`config.mk`:
```
export PLATFORM = sky130hd
export DESIGN_NAME = rng_fetch_arbiter
export DESIGN_NICKNAME = d
export VERILOG_FILES = /design/src/rtl/rng_fetch_arbiter_pkg.sv /design/src/rtl/rng_fetch_arbiter_rr_arbiter.sv /design/src/rtl/rng_fetch_arbiter.sv
export SDC_FILE = /design/constraint.sdc
export NUM_CORES = 1
export LEC_CHECK = 0
export ABC_AREA = 1
export CORE_UTILIZATION = 47
export CTS_BUF_LIST = sky130_fd_sc_hd__clkbuf_4
export CTS_CLUSTER_SIZE = 20
export DETAILED_ROUTE_END_ITERATION = 7
export PLACE_DENSITY = 0.79
export SETUP_SLACK_MARGIN = 0.2
export SYNTH_ARGS = -nofsm -noshare
export SYNTH_HDL_FRONTEND = slang
export SYNTH_SLANG_ARGS = --single-unit
```
`constraint.sdc`:
```
create_clock -name clk -period 3.5 [get_ports clk]
set_clock_uncertainty 0.15 [all_clocks]
set_input_delay 0.525 -clock clk [delete_from_list [all_inputs] [get_ports clk]]
set_output_delay 0.525 -clock clk [all_outputs]
set_load 0.01 [all_outputs]
```
`src/rtl/rng_fetch_arbiter_pkg.sv`:
```
// Shared definitions for the random-number fetch arbiter: FSM encoding,
// BCD digit geometry and the digit-range check used on captured samples.
package rng_defs;

  localparam int DIGIT_W = 4;
  localparam int DATA_W  = 16;
  localparam logic [DIGIT_W-1:0] BCD_MAX = 4'd9;

  typedef enum logic [2:0] {
    S_IDLE    = 3'd0,
    S_FETCH   = 3'd1,
    S_WAIT    = 3'd2,
    S_CHECK   = 3'd3,
    S_DELIVER = 3'd4
  } state_t;

  // True when every nibble of the captured word is a legal decimal digit.
  function automatic logic bcd_ok(input logic [DATA_W-1:0] w);
    logic ok;
    ok = 1'b1;
    for (int i = 0; i < DATA_W / DIGIT_W; i++) begin
      if (w[i*DIGIT_W +: DIGIT_W] > BCD_MAX) ok = 1'b0;
    end
    return ok;
  endfunction

endpackage

```
`src/rtl/rng_fetch_arbiter_rr_arbiter.sv`:
```
// Combinational round-robin picker: first active request at or after the
// pointer, wrapping from NUM_REQ-1 back to 0.
module rr_arbiter #(
  parameter int NUM_REQ = 4
) (
  input  logic [NUM_REQ-1:0]         req,
  input  logic [$clog2(NUM_REQ)-1:0] pointer,
  output logic [NUM_REQ-1:0]         grant,
  output logic [$clog2(NUM_REQ)-1:0] grant_idx,
  output logic                       any
);

  localparam int IDX_W = $clog2(NUM_REQ);

  logic [IDX_W-1:0] k;

  always_comb begin
    grant     = '0;
    grant_idx = '0;
    any       = 1'b0;
    k         = '0;
    for (int i = 0; i < NUM_REQ; i++) begin
      k = IDX_W'((int'(pointer) + i) % NUM_REQ);
      if (!any && req[k]) begin
        any       = 1'b1;
        grant[k]  = 1'b1;
        grant_idx = k;
      end
    end
  end

endmodule

```
`src/rtl/rng_fetch_arbiter.sv`:
```
// Shares one random-number core between NUM_REQ requesters: round-robin grant,
// fetch pulse, fixed capture wait, BCD check with bounded refetch, delivery.
module rng_fetch_arbiter
  import rng_defs::*;
#(
  parameter int NUM_REQ   = 4,
  parameter int FETCH_LAT = 2,
  parameter int MAX_RETRY = 1
) (
  input  logic               clk,
  input  logic               rst,
  input  logic [NUM_REQ-1:0] req,
  output logic [NUM_REQ-1:0] ack,
  output logic [DATA_W-1:0]  data_out,
  output logic               data_valid,
  output logic               data_err,
  output logic               busy,
  output logic               rng_fetch,
  input  logic [DIGIT_W-1:0] rng_d1000,
  input  logic [DIGIT_W-1:0] rng_d100,
  input  logic [DIGIT_W-1:0] rng_d10,
  input  logic [DIGIT_W-1:0] rng_d1
);

  localparam int IDX_W   = $clog2(NUM_REQ);
  localparam int CNT_W   = (FETCH_LAT > 1) ? $clog2(FETCH_LAT) : 1;
  localparam int RETRY_W = (MAX_RETRY > 0) ? $clog2(MAX_RETRY + 1) : 1;

  state_t               state_q, state_d;
  logic [IDX_W-1:0]     ptr_q;
  logic [IDX_W-1:0]     grant_idx_q;
  logic [NUM_REQ-1:0]   grant_oh_q;
  logic [CNT_W-1:0]     cnt_q;
  logic [RETRY_W-1:0]   retry_q;
  logic [DATA_W-1:0]    sample_q;

  logic [NUM_REQ-1:0]   arb_grant;
  logic [IDX_W-1:0]     arb_idx;
  logic                 arb_any;
  logic                 sample_ok;
  logic                 retry_left;
  logic                 deliver_now;
  logic                 req_live;

  logic [NUM_REQ-1:0]   ack_d;
  logic                 valid_d;
  logic                 err_d;
  logic                 fetch_d;
  logic                 busy_d;

  rr_arbiter #(
    .NUM_REQ (NUM_REQ)
  ) u_rr (
    .req       (req),
    .pointer   (ptr_q),
    .grant     (arb_grant),
    .grant_idx (arb_idx),
    .any       (arb_any)
  );

  assign sample_ok  = bcd_ok(sample_q);
  assign retry_left = (int'(retry_q) < MAX_RETRY);
  assign req_live   = |(req & grant_oh_q);

  always_ff @(posedge clk or posedge rst) begin
    if (rst) state_q <= S_IDLE;
    else     state_q <= state_d;
  end

  always_comb begin
    state_d = state_q;
    unique case (state_q)
      S_IDLE:    if (arb_any) state_d = S_FETCH;
      S_FETCH:   state_d = S_WAIT;
      S_WAIT:    if (cnt_q == '0) state_d = S_CHECK;
      S_CHECK: begin
        if (sample_ok)       state_d = S_DELIVER;
        else if (retry_left) state_d = S_FETCH;
        else                 state_d = S_DELIVER;
      end
      S_DELIVER: state_d = S_IDLE;
      default:   state_d = S_IDLE;
    endcase
  end

  // Outputs are computed from the upcoming state so they register in step with it.
  always_comb begin
    deliver_now = (state_q == S_CHECK) && (state_d == S_DELIVER);
    valid_d     = deliver_now && req_live;
    ack_d       = valid_d ? grant_oh_q : '0;
    err_d       = valid_d && !sample_ok;
    fetch_d     = (state_d == S_FETCH);
    busy_d      = (state_d != S_IDLE);
  end

  always_ff @(posedge clk or posedge rst) begin
    if (rst) begin
      ack        <= '0;
      data_valid <= 1'b0;
      data_err   <= 1'b0;
      rng_fetch  <= 1'b0;
      busy       <= 1'b0;
      data_out   <= '0;
    end else begin
      ack        <= ack_d;
      data_valid <= valid_d;
      data_err   <= err_d;
      rng_fetch  <= fetch_d;
      busy       <= busy_d;
      if (valid_d) data_out <= sample_q;
    end
  end

  always_ff @(posedge clk or posedge rst) begin
    if (rst) begin
      ptr_q       <= '0;
      grant_idx_q <= '0;
      grant_oh_q  <= '0;
      cnt_q       <= '0;
      retry_q     <= '0;
      sample_q    <= '0;
    end else begin
      unique case (state_q)
        S_IDLE: begin
          if (arb_any) begin
            grant_idx_q <= arb_idx;
            grant_oh_q  <= arb_grant;
          end
        end
        S_FETCH: cnt_q <= CNT_W'(FETCH_LAT - 1);
        S_WAIT: begin
          if (cnt_q != '0) cnt_q <= cnt_q - 1'b1;
          else             sample_q <= {rng_d1000, rng_d100, rng_d10, rng_d1};
        end
        S_CHECK: begin
          if (!sample_ok && retry_left) retry_q <= retry_q + 1'b1;
        end
        S_DELIVER: begin
          ptr_q   <= (grant_idx_q == IDX_W'(NUM_REQ - 1)) ? '0 : grant_idx_q + 1'b1;
          retry_q <= '0;
        end
        default: ;
      endcase
    end
  end

endmodule

```
# Word level (Yosys, flattened, before mapping)
# Cells that the tools add are included.
# word_totals
elab_cells	111
input_bits	22
register_bits	53
output_inout_bits	24
# op_classes
n_eq_ne	8
n_mux	43
order_cmp	13
bitwise	5
n_reduce_logical	23
n_addsub	6
# op_table
operator	n
2-to-1 mux 4 bit	5
2-to-1 mux 1 bit	18
greater-than comparator 4 bit (second input constant)	4
< comparator 2 x 3 -> 1 bit (second input constant)	4
2-to-1 mux 3 bit	4
OR 4 bit	3
one-hot mux 3 bit (4 select lines)	1
logical AND 1 bit	11
2-to-1 mux 2 bit	5
binary-select mux 1 bit (select 2 bit)	4
demux 1 bit (select 2 bit)	4
>= comparator 2 x 1 -> 1 bit (second input constant)	4
== test 3 x 1 -> 1 bit (second input constant)	2
== test 3 x 2 -> 1 bit (second input constant)	2
== test 3 bit (second input constant)	2
AND reduction 2 bit	3
adder 2 x 1 -> 2 bit (second input constant)	2
adder 2 bit (second input constant)	2
bitwise AND 4 bit	1
logical NOT 1 bit	4
one-hot mux 1 bit (2 select lines)	2
nonzero test 2 bit	2
OR reduction 4 bit	1
logical NOT 3 bit	1
7 further kinds	7

# Logic depth before layout (Yosys ltp)
# Gate-level depths: netlist of the first run.
# logic_depth
ltp_word	18
ltp_mapped	12

# Modules after synthesis
# From an unflattened synthesis of the first run, not the netlist that was laid out.
# unflattened
cells_unflattened	285
area_unflattened_um2	2588.7
# by_module_without_submodules
module	seq_area_each_um2	instances	cells_each	area_per_inst_um2
rng_fetch_arbiter	1326.3	1	211	2148.3
rr_arbiter	0.0	1	74	440.4

# Worst setup path after synthesis of the first run
# No wires, ideal clock.
# synth_timing
path_type	register -> register
from	register ptr_q[0]
to	register grant_idx_q[0]
setup_time_ps	117
synth_period_minus_slack_ps	1833
slack_ps	1667
path_buffers	1
stages_incl_launch_ff	13
t_arrival_ps	1566
path_cell_list	dfrtp_1 > buf_6 > inv_6 > ha_1 > inv_1 > nand2_1 > nand2_2 > nor2_8 > nand3_2 > nand2_4 > inv_2 > nand3_1 > nand2_1
# synth_via
elab_chain_len	13
word_cells_on_any_way	26
# synth_rtl
element	line	source
start, declared	rng_fetch_arbiter.sv:30	logic [IDX_W-1:0] ptr_q;
start signal, assigned	rng_fetch_arbiter.sv:139	ptr_q <= (grant_idx_q == IDX_W'(NUM_REQ - 1)) ? '0 : grant_idx_q + 1'b1;
branches (longest 13 deep; another with adder 2 x 1 -> 2 bit)	n/a	
end signal, assigned	rng_fetch_arbiter.sv:126	grant_idx_q <= arb_idx;
end, declared	rng_fetch_arbiter.sv:31	logic [IDX_W-1:0] grant_idx_q;
# Several ways; the timed one is not identified. The select of a mux whose other input is x is not followed.
# A chain may end at the register's enable or synchronous reset.

# Worst setup path after layout of the first run
# layout_timing
from	register ptr_q[0]
to	register grant_idx_q[1]
# The elaborated chain is that of the path after synthesis.

==> reports/qor.yml, run 1 <==
dieArea_sq_um: 5620
fp-row-count: 26
post_cts_buffers: 0
crit_type: "register to register"
yosysSeqAreaShare_pct: 53.0
cp-start-kind: "register"
finalHoldViolations: 0
cts.repair.resized: 0
cts-root-buf: "clkbuf_4"
cp_slowest_cell: "dfrtp_1"
crit_fanout: 12
gp_congestion: 0.882
grt_overflow: 0
core_sq_um: 5110
grt_pass1_wl_mm: 7.99
power_density_nw_per_um2: 879
cts_tree: "yes"
cp_common_cell: "nand2_1"
antenna_found_initial: 0
syn-num-nets: 295
slew_headroom_pct: 30.8
dieWidth_microns: 75.0
fp.dieH_microns: 75.0
synth.cell_area_sq_um: 2500
firstDrtPassIters: 4
drtIter0Drc: 130
critPathRequiredTime_ps: 3630
maxCapViolations: 0
setup_viol: 0
fin_crit_ps: 2260
port_buffers: 45
maxSlewViolCount: 0
numCtsBuffers: 5
crit_path_end_kind: "register"
ys_ff_latch: 53
drc_errors: 0
synth_cell_type_count: 23
critical-path-max-stage-delay_ps: 630
drive_gt1_share_pct: 14.6
wl_per_cell_microns: 12.2
finalNetCount: 341
status: "completed"
insertion_delay_ps: 370
vias: 1894
worst_slew_pin_slew_ps: 1040
holdBufCountCts: 0
final_core_util_pct: 60.1
grt_pass1_vias: 1777
holdPathStages: 2
cts_sinks: 53
cts_buffer_depth: 2
min_path_type: "register to register"
cts.reportedPaths.clkPinSlew_ps: 140
io_pins: 46
grt_max_degree: 54
syn_to_final_growth_pct: 22.7
setup_tns_ps: 0
period_share_pct: 64.6
vdd_drop_max_v: 0.000464
avgSynthCellArea_sq_um: 9.34
initial_utilization_pct: 49.0
fmax_mhz: 442
h-tree-depth: 2
viasPerCell: 4.92
ant_nets: 0
fillers: 447
rr_worst_depth: 11
path_cells: "inv_6 -> ha_1 -> inv_1 -> nand2_1 -> nand2_2 -> nor2_8 -> nand3_2 -> nand2_4 -> inv_2 -> nand2_1 -> nand2_1"
place_hpwl_mm: 3.42
grt_usage_pct: 18.9
diodes: 0
ys_warn_count: 0
grt_setup_unrepaired: "no"
wl_mm: 4.71
synthCells: 268
power_leakage_nw: 1.49
arrival_ps: 2390
==> through the flow <==
stage	total power [mW]	hold slack [ps]	setup slack [ps]	std cells	cell area, sq um
6_report	2.70	336	1240	385	3070
5_1_grt	2.92	364	1070	385	3070
4_1_cts	2.72	340	1240	385	3070
3_5_place_dp	2.38	310	1090	377	2990
3_3_place_gp	2.36	307	1140	377	2990
2_1_floorplan	1.99	286	1540	268	2500
==> worst max-delay path, delay by kind of cell (launching register included) <==
| family | cells | cell delay (ps) |
|---|---|---|
| adders and majority gates | 1 | 380 |
| buffers and inverters | 3 | 290 |
| DFF | 1 | 630 |
| and+or+nand+nor | 7 | 720 |
==> sequential cells by signal, indices dropped and copies added, names as in the netlist, 2 cells and up <==
name,flops
ack,4
data_out,16
grant_idx_q,2
grant_oh_q,4
ptr_q,2
sample_q,16
state_q,3
==> path summary, 6_finish.rpt <==
check                           slack [ps]             end   startpoint
worst max-delay path                  1240  grant_idx_q[1]     ptr_q[0]
worst min-delay path                   340     data_out[4]  sample_q[4]
worst max register to register        1240  grant_idx_q[1]     ptr_q[0]
worst min register to register         340     data_out[4]  sample_q[4]
max in group asynchronous             2010     sample_q[5]          rst
min in group asynchronous              570          ack[1]          rst
==> cell type report <==
type,count,area (sq um),share of cell area (%)
Sequential cell,53,1330,43.2
Clock buffer,5,37.5,1.22
Clock inverter,3,41.3,1.34
Tap cell,70,87.6,2.85
Multi-Input combinational cell,186,1040,33.7
Timing Repair Buffer,45,450,14.7
Inverter,23,91.3,2.97
==> kinds of logic after synthesis <==
| logic type | after synthesis | share of synthesized area (%) |
|---|---|---|
| and+or+nand+nor | 141 | 26.1 |
| muxes | 15 | 6.75 |
| buffers and inverters | 29 | 5.60 |
| AOI/OAI and AO/OA | 25 | 6.00 |
| DFF | 53 | 53.0 |
| adders and majority gates | 5 | 2.50 |
==> where the power goes <==
part	internal, mW	switching (mW)	total (mW)
registers	0.870	0.177	1.05
clock network	0.148	0.187	0.335
logic	0.573	0.745	1.32
==> cell usage in the layout (no fill, tap or decap) <==
cell and count:
nand2_1 89, dfrtp_1 53, clkdlybuf4s50_1 45, nand3_1 19
inv_1 15, mux2_2 15, a21oi_1 12, nor2_1 11
inv_2 7, nand4_1 7, nand2_4 5, nand2_2 5
o21ai_0 5, ha_1 5, clkbuf_4 5, a21boi_0 4
nand3_2 2, nor2_2 2, o21ai_1 2, inv_6 1
nor2_8 1, o21ai_4 1, a22o_1 1, clkinvlp_4 1
bufinv_16 1, clkinv_1 1
==> metal layers <==
metal / GRT usage (%) / routed length [microns] / share of wire, % / vias to the layer above
met4: 6.92 / 93 / 2.0 / 0
met2: 29.1 / 2260 / 48 / 39
li1: - / - / - / 953
met5: 0 / 0 / 0 / -
met3: 3.48 / 171 / 3.6 / 8
met1: 27.0 / 2190 / 46 / 894
==> synthesized netlist by cell type <==
master	count	area share, %
nand2_1	89	13
dfrtp_1	53	53
nand3_1	19	3.8
inv_1	16	2.4
mux2_2	15	6.7
a21oi_1	12	2.4
nor2_1	11	1.7
nand4_1	7	1.7
inv_2	6	0.90
ha_1	5	2.5
nand2_2	5	1.3
nand2_4	5	2.2
o21ai_0	5	1.0
a21boi_0	4	1.2
buf_2	3	0.60
buf_6	3	1.3
nand3_2	2	0.80
nor2_2	2	0.50
o21ai_1	2	0.40
a22o_1	1	0.35
inv_6	1	0.35
nor2_8	1	0.80
o21ai_4	1	0.65
No activity file was read; power rests on OpenSTA's default activity.
==> run 2, diff against run 1 <==
- PLACE_DENSITY: 0.79 -> 0.82
- clock period: 3.5 -> 1.8 ns (I/O delays scaled with it)
==> run 2 against run 1 <==
The run now ends with negative setup slack left. Power increased by 150%. Flip-flop and latch count unchanged. Worst setup slack got worse by 1300 ps. Die area is the same. Core utilization increased by 14 points. Maximum frequency grew 23%. Critical endpoint is now data_out[12].
==> reports/qor.yml, run 2 (synthesis gave the netlist of run 1 again) <==
status: "finished, violations left"  # was completed
violations: "negative setup slack"
finalHoldViolations: 0  # unchanged
place_hpwl_mm: 4.00  # was 3.42 mm
most-common-layout-cells: "nand2_1 (60), dfrtp_1 (52), buf_4 (29), nand2_2 (25), dlygate4sd2_1 (24)"  # was nand2_1 (89), dfrtp_1 (53), clkdlybuf4s50_1 (45), nand3_1 (19)
fp-row-count: 26  # unchanged
cts.reportedPaths.clkPinSlew_ps: 160  # was 140 ps
maxCapViolations: 0  # unchanged
fin_area_sq_um: 3800  # was 3070 sq um
grt_pass1_wl_mm: 10.7  # was 7.99 mm
critPathRequiredTime_ps: 1980  # was 3630 ps
final_common_cell: "nand2_1"  # unchanged
setup_tns_ps: -165  # was 0 ps
core_sq_um: 5110  # unchanged
crit_path_end_kind: "register"  # unchanged
grt_pass1_vias: 2276  # was 1,777
fmax_mhz: 544  # was 442 MHz
vias: 2300  # was 1,894
power_density_nw_per_um2: 1770  # was 879 nW/um^2
viasPerCell: 5.34  # was 4.92
drive_gt1_share_pct: 39.3  # was 14.6%
firstDrtPassIters: 4  # unchanged
grt_usage_pct: 25.9  # was 18.9%
dieWidth_microns: 75.0  # unchanged
wl_mm: 7.27  # was 4.71 mm
fin_ws_ps: -36.6  # was 1240 ps
period_share_pct: 102  # was 64.6%
slew_headroom_pct: 73.8  # was 30.8%
h-tree-depth: 2  # unchanged
grt_overflow: 0  # unchanged
port_buffers: 45  # unchanged
numCtsBuffers: 5  # unchanged
cts_sinks: 53  # unchanged
cts_tree: "yes"  # unchanged
reg_top3: "data_out x16, sample_q x16"  # unchanged
dpl_cell_area_sq_um: 3140  # was 2990 sq um
stdcell_count: 431  # was 385
holdBufCountCts: 0  # unchanged
maxSlewViolCount: 0  # unchanged
crit_type: "register to register"  # unchanged
syn_to_final_growth_pct: 51.9  # was 22.7%
crit_fanout: 5  # was 12
power_leakage_nw: 1.96  # was 1.49 nW
dieArea_sq_um: 5620  # unchanged
min_path_type: "input port to asynchronous set/reset pin"  # was register to register
setup_viol: 9  # was 0
diodes: 0  # unchanged
gp_congestion: 0.864  # was 0.882
insertion_delay_ps: 390  # was 370 ps
arrival_ps: 2020  # was 2390 ps
ant_nets: 0  # unchanged
vdd_drop_max_v: 0.00105  # was 0.000464 V
antenna_found_initial: 0  # unchanged
drtIter0Drc: 105  # was 130
final_core_util_pct: 74.4  # was 60.1%
cp-start-kind: "register"  # unchanged
rr_worst_depth: 11  # unchanged
worst_slew_pin_slew_ps: 393  # was 1040 ps
place_ws_ps: -202  # was 1090 ps
fin_crit_ps: 1840  # was 2260 ps
cts_buffer_depth: 2  # unchanged
worstReg2RegStart: "sample_q[9]"  # was ptr_q[0]
cts-root-buf: "clkbuf_4"  # unchanged
grt_max_degree: 21  # was 54
initial_utilization_pct: 49.0  # unchanged
regToRegEndpoint: "data_out[12]"  # was grant_idx_q[1]
finalNetCount: 387  # was 341
place_inst: 389  # was 377
wl_per_cell_microns: 16.9  # was 12.2 microns
grt_setup_unrepaired: "yes"  # was no
drc_errors: 0  # unchanged
fp.dieH_microns: 75.0  # unchanged
ff2ff_setup_slack_ps: -40  # was 1240 ps
io_pins: 46  # unchanged
[run 2: changes by cell type in the layout (fill, tap and decap cells not counted), moves of 4 or more]
cell	before	now
nand2_2	5	25
a21oi_1	12	7
nand3_1	19	15
a21oi_2	0	5
nand2_1	89	60
buf_4	0	29
dlygate4sd2_1	0	24
nor2_1	11	7
nand2_4	5	15
clkdlybuf4s50_1	45	21
buf_12	0	6
nor2_4	0	5
[run 2: worst max path at each step]
stage | from | end | slack [ps] | cells past startpoint
after floorplan | ptr_q[0] | grant_idx_q[0] | 80 | 12
after global placement | req[2] | grant_idx_q[0] | -130 | 11
after detailed placement | req[0] | grant_oh_q[3] | -200 | 11
after CTS | ptr_q[0] | grant_oh_q[3] | 50 | 10
after global routing | sample_q[13] | data_out[8] | -70 | 11
final | sample_q[9] | data_out[12] | -40 | 11
[run 2: cell type report]
class | count | area (sq um)
inverters | 23 | 115
multi-input cells | 187 | 1270
well taps | 70 | 87.6
repair inverters | 2 | 27.5
clock inverters | 2 | 33.8
flip-flops and latches | 53 | 1330
clock buffers | 6 | 45.0
repair buffers | 88 | 895
fillers | 319 | 1310
[run 2: worst max-delay path, cell delays in order, from the launching register on]
cell,delay [ps]
dfrtp_1,430
o21ai_2,170
nand4_1,170
nand2_1,120
nand2_2,70
inv_2,100
nand2_4,80
buf_12,150
buf_12,140
inv_12,80
nand2_4,40
nand2_1,60
[run 2: metrics by stage]
step / hold WS [ps] / power, mW
floorplan: 181 / 3.91
global placement: 296 / 4.73
CTS: 73.0 / 6.10
detailed placement: 309 / 4.87
global route: 82.3 / 7.09
finish: 44.0 / 6.72
[run 2: per-layer routing]
metal	vias to the layer above	share of wire (%)	track usage, %
met3	33	4.2	4.42
met2	92	53	45.2
met1	1124	38	30.3
met4	0	4.6	14.5
met5	-	0	0
li1	1051	-	-
[run 2: what timing repair did]
action	CTS	global route
pin swaps	14	21
gates resized for setup	62	49
gates cloned	5	2
endpoints found under the setup margin	55	45
buffers inserted	21	6
[run 2: power breakdown]
part	switching (mW)	internal, mW	leakage, nW
registers	0.373	1.69	0.659
clock network	0.378	0.305	0.0433
logic	2.19	1.78	1.26
==> run 3, diff against run 2 <==
- SLEW_MARGIN: default -> 10
==> results of run 3 <==
No change in the layout: final DEF, timing and power equal those of run 2.
